**src/rtl/led_fade_pwm_pkg.sv**
```systemverilog
// Shared definitions for the LED fade/PWM stage and its neighbours.
//   NUM_LEDS     : number of LED channels (also used by the LED shifter).
//   PWM_BITS_DEF : default brightness/PWM counter width.
//   max_level()  : full-scale brightness code for a given width.
package led_pkg;

  localparam int NUM_LEDS     = 8;
  localparam int PWM_BITS_DEF = 4;

  function automatic int max_level(input int bits);
    return (1 << bits) - 1;
  endfunction

endpackage

```
**src/rtl/led_fade_pwm_if.sv**
```systemverilog
// Bundle between the LED shifter side and the LED pins.
//   leds_in   : requested pattern, bit i = LED i on
//   enable    : 1 = run, 0 = freeze levels/counters and blank the pins
//   led_out   : PWM-modulated LED drive (registered)
//   level_dbg : current level of channel i at [i*PWM_BITS +: PWM_BITS]
// Handshake: none. leds_in/enable are level signals sampled on every rising
// clk edge; led_out/level_dbg are registered and valid every cycle.
// master = pattern source / observer, slave = the fade stage.
interface led_fade_pwm_if #(
  parameter int PWM_BITS = led_pkg::PWM_BITS_DEF
);
  import led_pkg::*;

  logic [NUM_LEDS-1:0]          leds_in;
  logic                         enable;
  logic [NUM_LEDS-1:0]          led_out;
  logic [NUM_LEDS*PWM_BITS-1:0] level_dbg;

  modport master (
    output leds_in,
    output enable,
    input  led_out,
    input  level_dbg
  );

  modport slave (
    input  leds_in,
    input  enable,
    output led_out,
    output level_dbg
  );

endinterface

```
**src/rtl/led_fade_pwm_channel.sv**
```systemverilog
// One LED channel: brightness level register plus registered PWM compare.
//   clk, rst     : clock, synchronous active-high reset
//   enable_i     : 0 freezes the level and blanks led_o
//   req_i        : synchronised request bit (1 = full brightness)
//   decay_tick_i : one-cycle strobe from the shared decay prescaler
//   pwm_cnt_i    : shared PWM counter
//   level_o      : current level register
//   led_o        : registered PWM output bit
module led_fade_channel
  import led_pkg::*;
#(
  parameter int PWM_BITS   = PWM_BITS_DEF,
  parameter int DECAY_STEP = 4
) (
  input  logic                clk,
  input  logic                rst,
  input  logic                enable_i,
  input  logic                req_i,
  input  logic                decay_tick_i,
  input  logic [PWM_BITS-1:0] pwm_cnt_i,
  output logic [PWM_BITS-1:0] level_o,
  output logic                led_o
);

  localparam int MAX_LEVEL = max_level(PWM_BITS);

  logic [PWM_BITS-1:0] level_q, level_d;
  logic                led_q, led_d;

  always_comb begin
    level_d = level_q;
    led_d   = 1'b0;
    if (enable_i) begin
      // A request wins over decay so a fading channel retriggers at once.
      if (req_i) begin
        level_d = PWM_BITS'(MAX_LEVEL);
      end else if (decay_tick_i) begin
        // Saturate at zero; a step at or above full scale empties in one go.
        if (int'(level_q) > DECAY_STEP) begin
          level_d = level_q - PWM_BITS'(DECAY_STEP);
        end else begin
          level_d = '0;
        end
      end
      // pwm_cnt never reaches MAX_LEVEL, so full scale is 100% duty.
      led_d = (level_q > pwm_cnt_i);
    end
  end

  always_ff @(posedge clk) begin
    if (rst) begin
      level_q <= '0;
      led_q   <= 1'b0;
    end else begin
      level_q <= level_d;
      led_q   <= led_d;
    end
  end

  assign level_o = level_q;
  assign led_o   = led_q;

endmodule

```
**src/rtl/led_fade_pwm.sv**
```systemverilog
// LED fade/PWM stage: takes the shifter pattern and drives the LED pins.
// Set bits drive full brightness; cleared bits fade out in DECAY_STEP
// decrements every DECAY_DIV cycles, leaving a trail behind the pattern.
//   clk, rst : clock, synchronous active-high reset
//   bus      : led_fade_pwm_if slave (leds_in, enable -> led_out, level_dbg)
// Latency leds_in -> led_out is three edges: input sync, level, output.
module led_fade_pwm
  import led_pkg::*;
#(
  parameter int PWM_BITS   = PWM_BITS_DEF,
  parameter int DECAY_DIV  = 4,
  parameter int DECAY_STEP = 4
) (
  input  logic           clk,
  input  logic           rst,
  led_fade_pwm_if.slave  bus
);

  localparam int MAX_LEVEL = max_level(PWM_BITS);
  // Keep at least one bit so DECAY_DIV=1 still yields a legal counter.
  localparam int DIV_W     = (DECAY_DIV > 1) ? $clog2(DECAY_DIV) : 1;

  logic [NUM_LEDS-1:0]          leds_q;
  logic [PWM_BITS-1:0]          pwm_cnt_q, pwm_cnt_d;
  logic [DIV_W-1:0]             div_cnt_q, div_cnt_d;
  logic                         decay_tick;
  logic [NUM_LEDS-1:0]          led_w;
  logic [NUM_LEDS*PWM_BITS-1:0] level_w;

  always_comb begin
    decay_tick = bus.enable && (div_cnt_q == DIV_W'(DECAY_DIV - 1));
    pwm_cnt_d  = pwm_cnt_q;
    div_cnt_d  = div_cnt_q;
    if (bus.enable) begin
      // Period is MAX_LEVEL so the top level compares true on every count.
      pwm_cnt_d = (pwm_cnt_q == PWM_BITS'(MAX_LEVEL - 1)) ? '0 : pwm_cnt_q + 1'b1;
      div_cnt_d = decay_tick ? '0 : div_cnt_q + 1'b1;
    end
  end

  always_ff @(posedge clk) begin
    if (rst) begin
      leds_q    <= '0;
      pwm_cnt_q <= '0;
      div_cnt_q <= '0;
    end else begin
      // The input register keeps sampling while frozen.
      leds_q    <= bus.leds_in;
      pwm_cnt_q <= pwm_cnt_d;
      div_cnt_q <= div_cnt_d;
    end
  end

  for (genvar i = 0; i < NUM_LEDS; i++) begin : g_ch
    led_fade_channel #(
      .PWM_BITS  (PWM_BITS),
      .DECAY_STEP(DECAY_STEP)
    ) u_ch (
      .clk         (clk),
      .rst         (rst),
      .enable_i    (bus.enable),
      .req_i       (leds_q[i]),
      .decay_tick_i(decay_tick),
      .pwm_cnt_i   (pwm_cnt_q),
      .level_o     (level_w[i*PWM_BITS +: PWM_BITS]),
      .led_o       (led_w[i])
    );
  end

  assign bus.led_out   = led_w;
  assign bus.level_dbg = level_w;

endmodule

```
**src/flat_wrapper.sv**
```systemverilog
// flat-port wrapper written by rule: the top's interface ports become plain ports
module led_fade_pwm_flat import led_pkg::*;
#(
  parameter int PWM_BITS   = PWM_BITS_DEF,
  parameter int DECAY_DIV  = 4,
  parameter int DECAY_STEP = 4
)
  (clk, rst, bus_leds_in, bus_enable, bus_led_out, bus_level_dbg);
  led_fade_pwm_if #(.PWM_BITS(PWM_BITS)) bus_i ();
  input  logic clk;
  input  logic rst;
  input wire logic [$bits(bus_i.leds_in)-1:0] bus_leds_in;
  input wire logic [$bits(bus_i.enable)-1:0] bus_enable;
  output wire logic [$bits(bus_i.led_out)-1:0] bus_led_out;
  output wire logic [$bits(bus_i.level_dbg)-1:0] bus_level_dbg;
  assign bus_i.leds_in = bus_leds_in;
  assign bus_i.enable = bus_enable;
  assign bus_led_out = bus_i.led_out;
  assign bus_level_dbg = bus_i.level_dbg;
  led_fade_pwm #(.PWM_BITS(PWM_BITS), .DECAY_DIV(DECAY_DIV), .DECAY_STEP(DECAY_STEP)) u_core (.clk(clk), .rst(rst), .bus(bus_i));
endmodule
```
**config.mk**
```make
export PLATFORM = sky130hd
export DESIGN_NAME = led_fade_pwm_flat
export DESIGN_NICKNAME = d
export VERILOG_FILES = /design/src/rtl/led_fade_pwm_pkg.sv /design/src/rtl/led_fade_pwm_if.sv /design/src/rtl/led_fade_pwm_channel.sv /design/src/rtl/led_fade_pwm.sv /design/src/flat_wrapper.sv
export SDC_FILE = /design/constraint.sdc
export NUM_CORES = 1
export LEC_CHECK = 0
export CORE_ASPECT_RATIO = 0.7
export CORE_MARGIN = 4
export CORE_UTILIZATION = 45
export CTS_CLUSTER_DIAMETER = 100
export DETAILED_ROUTE_END_ITERATION = 12
export HOLD_SLACK_MARGIN = 0.15
export PLACE_DENSITY_LB_ADDON = 0.3
export SLEW_MARGIN = 40
export SYNTH_ARGS = -nofsm -noshare
export SYNTH_HDL_FRONTEND = slang
export SYNTH_SLANG_ARGS = --single-unit
```
**constraint.sdc**
```tcl
create_clock -name clk -period 3.1 [get_ports clk]
set_input_delay 0.31 -clock clk [delete_from_list [all_inputs] [get_ports clk]]
set_output_delay 0.31 -clock clk [all_outputs]
set_load 0.1 [all_outputs]
```
==> implementation parameters, run 1 <==
Parameter                              Value

Status
  Run status    finished clean

Yosys
  Nets in the synthesized netlist    327
  Area share of the leading cell type in the synthesized netlist    between 30% and 40%
  Combinational family with the most area after synthesis    compound AO/OA/AOI/OAI gates
  Post-synthesis instance area    0.00265 mm²
  Yosys synthesis warning count    0
  Cell types with the highest counts after synthesis    sky130_fd_sc_hd__dfxtp_1, sky130_fd_sc_hd__ha_1, sky130_fd_sc_hd__a21oi_1
  Flops & latches, synth    46
  Cell count after synthesis    around 280
  Area share of fa/ha/maj cells after synthesis    between 10% and 20%
  Post-synth EDFFs    0
  Proportion of synthesized area in mux cells    2.98%
  Compound-cell area share of the yosys netlist    22.8%
  Xor and xnor area share after synthesis    0%
  Biggest area contributors in the synthesized netlist    sky130_fd_sc_hd__dfxtp_1, sky130_fd_sc_hd__ha_1, sky130_fd_sc_hd__a21oi_1, sky130_fd_sc_hd__buf_4, sky130_fd_sc_hd__o31ai_2
  Most common cell in the netlist    sky130_fd_sc_hd__dfxtp_1
  Sequential element share of the synthesized area    34.8%
  Cell accounting for the most synthesized area    sky130_fd_sc_hd__dfxtp_1
  Unique cell type count in the Yosys netlist    34
  Async set-reset flop share out of synthesis    0%
  Simple-gate share of the synthesized area    11.0%
  Most frequently used flop master after synthesis    sky130_fd_sc_hd__dfxtp_1
  Mean area per synthesized cell    9.49 µm²

Power
  Worst IR drop on VDD    0.000258 V
  Leakage power summed over all cells    0.00129 µW
  Power Dens Cells    523 mW/mm²

Clock tree
  Clock latency on the worst-skew pair    0.29 ns
  Cells resized by post-CTS repair    0
  Maximum buffer depth of the clock tree    2
  CTS H-Tree Depth    2
  Clk sink count    46
  Setup fix buffers added after clock tree synthesis    0
  CTS hold repair buffers    0
  TritonCTS clock tree    done
  Total CTS buffers    5
  Clock Pin Slew Worst Setup and Hold Paths    0.09 ns
  Clock root buffer    sky130_fd_sc_hd__clkbuf_8

Setup path
  Reg-to-reg slack, setup    1.53 ns
  Data required, critical path    3.27 ns
  CP Class    input pin to flip-flop
  Highest net fanout along the worst path    22
  CP startpoint kind    input pin
  R2r startpoint    u_core.pwm_cnt_q[2]
  Kind of end point of the critical path    flip-flop
  Logic depth of the worst register-to-register path    5
  Endpoint of the most critical register-to-register path    u_core.g_ch[6].u_ch.led_o
  Data arrival time of the critical path    about 1.9 ns

Floorplanning
  Starting density of the core    46.2%
  I/O pin count    a little over 50
  Vertical die dimension    approximately 72 µm
  Number of placement rows    23
  DIE AREA    0.00719 mm²
  Placeable core region    between 0.005 and 0.006 mm²
  Width of the die    99.7 µm

GRT
  Wire length of the first global-routing pass    9470 µm
  Initial antenna violation count    0
  Number of global-route vias before repair    2,009
  Layer with the highest usage after global routing    met2
  GR Layer Usage met2    26.4%
  GRT Resource Usage Total    16.1%
  Met3 layer usage reported by global route    3.75%
  Maximum number of pins on one net before global-route repair    39
  Met1 Resource Use GR    between 20 and 25%
  GRT Residual Overflow    0

Worst hold path
  Number of instances on the worst hold path    2
  Min-delay worst type    flip-flop to flip-flop
  Worst min-delay path endpoint    u_core.g_ch[5].u_ch.level_o[3]
  Launch point of the worst hold path    u_core.leds_q[5]

Detailed routing
  Drt first-iter violations    128
  Detailed-route via count    2,123
  Post-detailed-route DRC marker count    0
  Drt first pass iters    4
  Routed wire length    about 5700 µm
  Average via count per standard cell    5.49
  Antenna Violating Nets Remaining    0
  Wire length per cell    14.6 µm

Run
  Number of max-capacitance violations reported    0

STA
  Final Hold Vio Count    0
  Slew of the pin with the lowest slew margin    0.574 ns
  Setup repair after global routing missed its margin    no
  Final period utilization    55.0%
  Worst setup skew after layout    approximately 0.0088 ns
  Sum of negative setup slack    0 ns
  Highest achievable clock rate    587 MHz
  Final setup vio count    0
  Remaining max-slew budget at the tightest pin    61.6%
  Final critical delay including setup and external delays    1.70 ns
  Max-slew violations    0

Place
  Hpwl dp    3950 µm
  DP Cell Count    380
  Count of input and output buffers    50
  Routability congestion estimate from global placement    ~0.76

Final layout
  Area Overhead vs Synth    14.1%
  Layout Utilization    52.7%
  Fraction of final layout cells sized beyond drive strength 1    22.4%
  Total number of nets in the final design    360
  Antenna diodes    0
  Count of non-filler cells in the finished layout    387
layer usage:
metal,up-vias,routed length [µm]
li1,1065,-
met1,995,2740
met2,59,2540
met3,4,351
met4,0,30
met5,-,0
cell families after synthesis:
logic type	Yosys count
and+or+nand+nor	53
DFF	46
muxes	7
adders and majority gates	37
AOI/OAI and AO/OA	86
buffers and inverters	50
layout make-up:
type / instances / area, µm²
Inverter: 23 / 86.3
Timing Repair Buffer: 53 / 370
Tap cell: 75 / 93.8
Sequential cell: 46 / 921
Fill cell: 534 / 2710
Clock inverter: 1 / 30.0
Multi-Input combinational cell: 183 / 1440
Clock buffer: 6 / 82.6
per-stage QoR:
step	hold WS [ns]	instance area (µm²)	setup slack, ns	power [µW]
final	0.488	3020	1.40	1580
after global routing	0.523	3020	1.28	1650
after CTS	0.490	3020	1.41	1600
after detailed placement	0.481	2910	1.09	1140
after global placement	0.479	3010	1.17	1140
after floorplan	0.438	2650	0.980	1070
worst max-delay path, cell delays in order:
cell and delay [ns]:
sky130_fd_sc_hd__clkdlybuf4s50_1 0.69, sky130_fd_sc_hd__nand2_2 0.43, sky130_fd_sc_hd__a211oi_1 0.36, sky130_fd_sc_hd__a211oi_1 0.08
sequential cells by signal, indices dropped and copies added (netlist names):
name / cells
u_core.g_ch.u_ch.led_o: 8
u_core.pwm_cnt_q: 4
u_core.div_cnt_q: 2
u_core.g_ch.u_ch.level_o: 24
u_core.leds_q: 8
how the worst max path moves through the flow:
stage,cells after the start,from,slack [ns],to
2_1_floorplan,5,u_core.g_ch[2].u_ch.level_o[3],0.98,u_core.g_ch[2].u_ch.level_o[3]
3_3_place_gp,4,bus_enable,1.17,u_core.g_ch[6].u_ch.level_o[3]
3_5_place_dp,4,bus_enable,1.09,u_core.g_ch[6].u_ch.level_o[3]
4_1_cts,4,bus_enable,1.41,u_core.g_ch[7].u_ch.level_o[3]
5_1_grt,4,bus_enable,1.28,u_core.g_ch[1].u_ch.level_o[3]
6_report,4,bus_enable,1.40,u_core.g_ch[7].u_ch.level_o[3]
power by group:
part           internal [µW]  leakage (µW)  switching (µW)  total (µW)
clock                    258     0.0000573             199         458
combinational            122      0.000854             334         456
sequential               626      0.000378            40.9         667
cells in the final DEF, fill, tap and decap left out, types with 5 or more instances in the layout:
cell                               n
sky130_fd_sc_hd__dfxtp_1          46
sky130_fd_sc_hd__ha_1             37
sky130_fd_sc_hd__a21oi_1          28
sky130_fd_sc_hd__inv_1            23
sky130_fd_sc_hd__buf_4            22
sky130_fd_sc_hd__buf_2            21
sky130_fd_sc_hd__nand2_1          14
sky130_fd_sc_hd__nor2b_1          13
sky130_fd_sc_hd__o21ai_0          12
sky130_fd_sc_hd__clkdlybuf4s50_1  10
sky130_fd_sc_hd__o31ai_2           8
sky130_fd_sc_hd__a31oi_1           6
sky130_fd_sc_hd__nor2_1            6
sky130_fd_sc_hd__nand3_1           6
sky130_fd_sc_hd__clkbuf_8          6
sky130_fd_sc_hd__o21a_1            5
sky130_fd_sc_hd__o211ai_1          5
No activity file was read; power rests on OpenSTA's default activity.
==> run 2, diff against run 1 <==
Clock period 3.1 ns to 1.6 ns, I/O delays scaled along.
==> run 2 against run 1 <==
Effect of this change:
- die area unchanged
- non-clock buffer count rose by 8
- largest cell class unchanged
- worst hold slack got worse by 0.088 ns
- first-iteration DRC count shrank 4.7%
- flip-flop and latch count unchanged
- critical path depth increased by 1
- power grew 99%
- register-to-register slack got worse by 1.4 ns
- clock power rose by 63%
- core utilization rose by 12 points
- critical path type is now flip-flop to flip-flop
- critical endpoint is now u_core.g_ch[3].u_ch.led_o
- sequential share of layout area shrank 4.3 points
- global-route usage increased by 0.94 points
==> implementation parameters, run 2 (same netlist as run 1, synthesis figures left out) <==
Parameter                              Value

GRT
  Wire length of the first global-routing pass    9900 µm
  GRT Resource Usage Total    between 10% and 20%
  Initial antenna violation count    0
  Number of global-route vias before repair    2,095
  GRT Residual Overflow    0
  Maximum number of pins on one net before global-route repair    39

Run
  Number of max-capacitance violations reported    0

STA
  Worst setup skew after layout    0.00921 ns
  Highest achievable clock rate    approximately 660 MHz
  Final Hold Vio Count    0
  Slew of the pin with the lowest slew margin    0.447 ns
  Final period utilization    94.4%
  Setup repair after global routing missed its margin    no
  Remaining max-slew budget at the tightest pin    70.2%
  Max-slew violations    0
  Final critical delay including setup and external delays    roughly 1.5 ns
  Final setup vio count    0

Setup path
  Data arrival time of the critical path    about 1.7 ns
  Data required, critical path    approximately 1.8 ns
  Top cell family by delay on the critical path    flip-flops
  Cells traversed along the worst timing path    inv_1 > ha_1 > nand3_1 > o22ai_1 > o21a_1
  Critical path buffers and inverters    1
  Kind of end point of the critical path    flip-flop
  CP startpoint kind    flip-flop
  Standard cell with the maximum stage delay on the critical path    sky130_fd_sc_hd__dfxtp_1
  CP Class    flip-flop to flip-flop
  Max incr delay on CP    between 0.4 and 0.5 ns
  Highest net fanout along the worst path    8

Clock tree
  Maximum buffer depth of the clock tree    2
  Clock latency on the worst-skew pair    0.30 ns
  CTS hold repair buffers    0
  CTS H-Tree Depth    2
  Clock root buffer    sky130_fd_sc_hd__clkbuf_8
  Clk sink count    46
  Clock Pin Slew Worst Setup and Hold Paths    0.09 ns
  TritonCTS clock tree    done
  Total CTS buffers    5

Power
  Worst IR drop on VDD    around 0.00044 V
  Total power    3150 µW
  Leakage power summed over all cells    0.00146 µW
  Power Dens Cells    854 mW/mm²

Floorplanning
  Vertical die dimension    72.2 µm
  Width of the die    between 90 and 100 µm
  I/O pin count    between 50 and 60
  Number of placement rows    23
  Placeable core region    0.00573 mm²
  Starting density of the core    46.2%
  DIE AREA    0.00719 mm²

Final layout
  Most common cell after layout, fill and taps aside    sky130_fd_sc_hd__buf_12
  Fraction of final layout cells sized beyond drive strength 1    32.7%
  Commonest cells after routing, fill and taps aside    sky130_fd_sc_hd__buf_12, sky130_fd_sc_hd__ha_1, sky130_fd_sc_hd__a21oi_1
  Count of non-filler cells in the finished layout    slightly below 400
  Cell area after layout    0.00369 mm²
  Fill cell count    448
  Area Overhead vs Synth    39.3%
  Total number of nets in the final design    368
  Number of flip-flops under the largest register name    24
  Antenna diodes    0

Detailed routing
  Routed wire length    a little under 6000 µm
  Wire length per cell    15.1 µm
  Post-detailed-route DRC marker count    0
  Drt first pass iters    4
  Detailed-route via count    2,134
  Antenna Violating Nets Remaining    0
  Average via count per standard cell    approximately 5.4
  Drt first-iter violations    122

Status
  Run status    finished clean

Place
  Routability congestion estimate from global placement    between 0.7 and 0.8
  Hpwl dp    around 4300 µm
  Area after DPL    0.00356 mm²
  DP Cell Count    384
  Count of input and output buffers    50

Worst hold path
  Min-delay worst type    input pin to flip-flop
run 2: cell count changes in the layout (fill, tap and decap cells not counted), sizes merged:
cell	before	now
bufinv	1	0
buf	43	51
clkbuf	6	7
inv	23	22
clkinvlp	0	1
clkinv	0	1
run 2: final cells by class:
class | count | area (µm²) | share of cell area, %
inverters | 23 | 90.1 | 2.44
multi-input cells | 183 | 1440 | 39.0
repair buffers | 61 | 1010 | 27.3
clock buffers | 7 | 86.3 | 2.34
clock inverters | 1 | 5.00 | 0.136
flip-flops and latches | 46 | 967 | 26.2
well taps | 75 | 93.8 | 2.54
run 2: worst register-to-register path, stage by stage (launching register included):
cell and delay, ns:
sky130_fd_sc_hd__dfxtp_1 0.44, sky130_fd_sc_hd__inv_1 0.24, sky130_fd_sc_hd__ha_1 0.38, sky130_fd_sc_hd__nand3_1 0.09
sky130_fd_sc_hd__o22ai_1 0.08, sky130_fd_sc_hd__o21a_1 0.18
run 2: where the power goes:
| group | switching, µW | internal [µW] | total [µW] |
|---|---|---|---|
| registers | 113 | 1220 | 1330 |
| logic | 656 | 419 | 1070 |
| clock network | 398 | 349 | 747 |
| total | 1170 | 1980 | 3150 |
run 2: timing repair:
item,CTS,global route
hold endpoints to repair,0,0
gates resized for setup,0,3
endpoints found under the setup margin,0,6
buffers inserted,0,4
run 2: stage by stage:
stage	setup slack (ns)	utilization [%]	setup TNS [ns]	hold slack [ns]
final	0.0901	64.4	0	0.399
after global routing	0.0137	64.4	0	0.407
after CTS	0.0833	63.8	0	0.395
after global placement	0.139	62.2	0	0.460
after detailed placement	0.0938	62.2	0	0.474
after floorplan	-0.110	-	-0.110	0.288
run 2: layer usage:
layer / global-route usage [%] / share of wire (%) / wire, µm
met1: 22.2 / 48 / 2850
met2: 28.5 / 47 / 2810
met3: 3.55 / 4.1 / 247
met4: 5.30 / 0.82 / 49
met5: 0 / 0 / 0
run 2: final timing paths:
path,cells after the start,end,slack (ns),startpoint
max,5,u_core.g_ch[3].u_ch.led_o,0.09,u_core.pwm_cnt_q[3]
min,2,u_core.leds_q[2],0.40,bus_leds_in[2]
max reg2reg,5,u_core.g_ch[3].u_ch.led_o,0.09,u_core.pwm_cnt_q[3]
min reg2reg,2,u_core.g_ch[4].u_ch.level_o[0],0.49,u_core.leds_q[4]
==> run 3, diff against run 2 <==
Settings changed: REMOVE_ABC_BUFFERS set to 1.
==> run 3 against run 2 <==
Effect of this change:
- clock-buffer cell count unchanged
- clock skew is 0.0022 ns lower
- critical endpoint is now u_core.g_ch[1].u_ch.led_o
- largest power group unchanged
- sequential power is essentially flat
- critical path type unchanged
==> implementation parameters, run 3 (same netlist as run 1, synthesis figures left out) <==
Parameter                              Value

Setup path
  Critical path buffers and inverters    2
  Data arrival time of the critical path    ~1.7 ns
  Cells traversed along the worst timing path    clkinvlp_4 > buf_4 > ha_1 > a21oi_1 > a21oi_2
  R2r startpoint    u_core.pwm_cnt_q[3]
  CP startpoint kind    flip-flop
  Data required, critical path    approximately 1.8 ns
  Kind of end point of the critical path    flip-flop
  Top cell family by delay on the critical path    buffers and inverters
  Reg-to-reg slack, setup    ~0.11 ns
  CP Class    flip-flop to flip-flop
  Standard cell with the maximum stage delay on the critical path    sky130_fd_sc_hd__dfxtp_2
  Logic depth of the worst register-to-register path    5
  Endpoint of the most critical register-to-register path    u_core.g_ch[1].u_ch.led_o
  Max incr delay on CP    about 0.41 ns
  Highest net fanout along the worst path    8

Floorplanning
  DIE AREA    slightly above 0.007 mm²
  Starting density of the core    around 46%
  Placeable core region    between 0.005 and 0.006 mm²
  Number of placement rows    23
  Width of the die    99.7 µm
  I/O pin count    51
  Vertical die dimension    72.2 µm

Power
  Total power    3170 µW
  Power Dens Cells    846 mW/mm²
  Portion of total power attributed to the clock network    roughly a quarter
  Share of total power consumed by net switching    36.8%
  Worst IR drop on VDD    0.000515 V
  Cell internal power dissipation    roughly 2000 µW
  Sequential share of power    40.9%
  Share of total power in combinational logic    35.7%
  Leakage power summed over all cells    0.00153 µW
  Switching component of the power    1170 µW

GRT
  Wire length of the first global-routing pass    9790 µm
  GRT Residual Overflow    0
  Layer with the highest usage after global routing    met2
  GR Layer Usage met2    26.2%
  GRT Resource Usage Total    about 17%
  Initial antenna violation count    0
  Number of global-route vias before repair    roughly 2,200
  Met1 Resource Use GR    23.0%
  Maximum number of pins on one net before global-route repair    39
  Met3 layer usage reported by global route    under 10%

STA
  Final Hold Vio Count    0
  Final period utilization    a little over 90%
  Setup repair after global routing missed its margin    no
  Slew of the pin with the lowest slew margin    0.412 ns
  Worst setup skew after layout    0.00704 ns
  Worst setup margin    0.106 ns
  Sum of negative setup slack    0 ns
  Final setup vio count    0
  Remaining max-slew budget at the tightest pin    72.5%
  Highest achievable clock rate    669 MHz
  Max-slew violations    0
  Final critical delay including setup and external delays    1.49 ns

Final layout
  Number of flip-flops under the largest register name    24
  Total number of nets in the final design    roughly 380
  Commonest cells after routing, fill and taps aside    sky130_fd_sc_hd__dfxtp_1, sky130_fd_sc_hd__buf_12, sky130_fd_sc_hd__ha_1
  Fraction of final layout cells sized beyond drive strength 1    between 20 and 30%
  Antenna diodes    0
  Most common cell after layout, fill and taps aside    sky130_fd_sc_hd__dfxtp_1
  Count of non-filler cells in the finished layout    409
  Cell area after layout    0.00375 mm²
  Area Overhead vs Synth    41.7%

Clock tree
  Clock latency on the worst-skew pair    0.30 ns
  Clock Pin Slew Worst Setup and Hold Paths    0.09 ns
  Clk sink count    46
  Total CTS buffers    5
  Clock root buffer    sky130_fd_sc_hd__clkbuf_8
  Maximum buffer depth of the clock tree    2
  CTS H-Tree Depth    2
  TritonCTS clock tree    done

Place
  Count of input and output buffers    50
  DP Cell Count    399
  Hpwl dp    4370 µm
  Area after DPL    0.00364 mm²
  Worst-case setup slack after placement    0.0788 ns
  Routability congestion estimate from global placement    0.757

Worst hold path
  Worst min-delay path endpoint    u_core.leds_q[6]
  Launch point of the worst hold path    bus_leds_in[6]
  Number of instances on the worst hold path    2
  Min-delay worst type    input pin to flip-flop

Detailed routing
  Wire length per cell    14.1 µm
  Average via count per standard cell    roughly 5.3
  Drt first pass iters    4
  Detailed-route via count    2,180
  Routed wire length    5780 µm
  Post-detailed-route DRC marker count    0
  Drt first-iter violations    between 80 and 90
  Antenna Violating Nets Remaining    0

Status
  Run status    finished clean

Run
  Number of max-capacitance violations reported    0
[run 3: cell count changes in the layout (fill, tap and decap cells not counted), moves of 6 or more]
cell	change
sky130_fd_sc_hd__buf_4	+12
sky130_fd_sc_hd__dfxtp_4	-6
sky130_fd_sc_hd__dfxtp_2	-18
sky130_fd_sc_hd__dfxtp_1	+24
[run 3: area by class of cell]
type	instances	area [µm²]
fill	436	1970
multi-input combinational	183	1440
clock buffer	7	86.3
clock inverter	1	5.00
timing repair buffer	74	1120
sequential	46	922
inverter	23	90.1
tap	75	93.8
[run 3: what timing repair did]
item	in CTS	in global routing
buffers inserted	0	2
setup endpoints to repair	0	1
resized for setup	0	2
hold buffers	0	0
[run 3: per-stage QoR]
| step | hold WS [ns] | utilization [%] |
|---|---|---|
| final | 0.407 | 65.5 |
| after detailed placement | 0.465 | 63.6 |
| after CTS | 0.397 | 65.2 |
| after global routing | 0.409 | 65.5 |
| after floorplan | 0.225 | - |
| after global placement | 0.464 | 63.6 |
[run 3: metal layers]
metal | share of wire, % | wire length (µm)
met4 | 1.3 | 78
met1 | 49 | 2820
met2 | 45 | 2590
met5 | 0 | 0
met3 | 5.2 | 298
[run 3: power groups by stage]
stage / combinational (µW) / clock [µW] / sequential [µW]
after global routing: 1200 / 794 / 1310
after CTS: 1140 / 762 / 1300
after global placement: 1110 / 0 / 1320
final: 1130 / 745 / 1300
after detailed placement: 1130 / 0 / 1320
after floorplan: 268 / 0 / 1740
[run 3: worst reg2reg max path: stages, from the launching register on]
cell and delay, ns:
sky130_fd_sc_hd__dfxtp_2 0.41, sky130_fd_sc_hd__clkinvlp_4 0.23, sky130_fd_sc_hd__buf_4 0.20, sky130_fd_sc_hd__ha_1 0.31, sky130_fd_sc_hd__a21oi_1 0.17, sky130_fd_sc_hd__a21oi_2 0.07
[run 3: worst max path at each step]
stage | from | to | cells past startpoint
6_report | u_core.pwm_cnt_q[3] | u_core.g_ch[1].u_ch.led_o | 5
5_1_grt | u_core.pwm_cnt_q[3] | u_core.g_ch[5].u_ch.led_o | 5
4_1_cts | u_core.pwm_cnt_q[3] | u_core.g_ch[5].u_ch.led_o | 5
3_5_place_dp | bus_enable | u_core.g_ch[5].u_ch.led_o | 5
3_3_place_gp | bus_enable | u_core.g_ch[0].u_ch.led_o | 5
2_1_floorplan | u_core.g_ch[2].u_ch.level_o[0] | u_core.g_ch[2].u_ch.led_o | 4
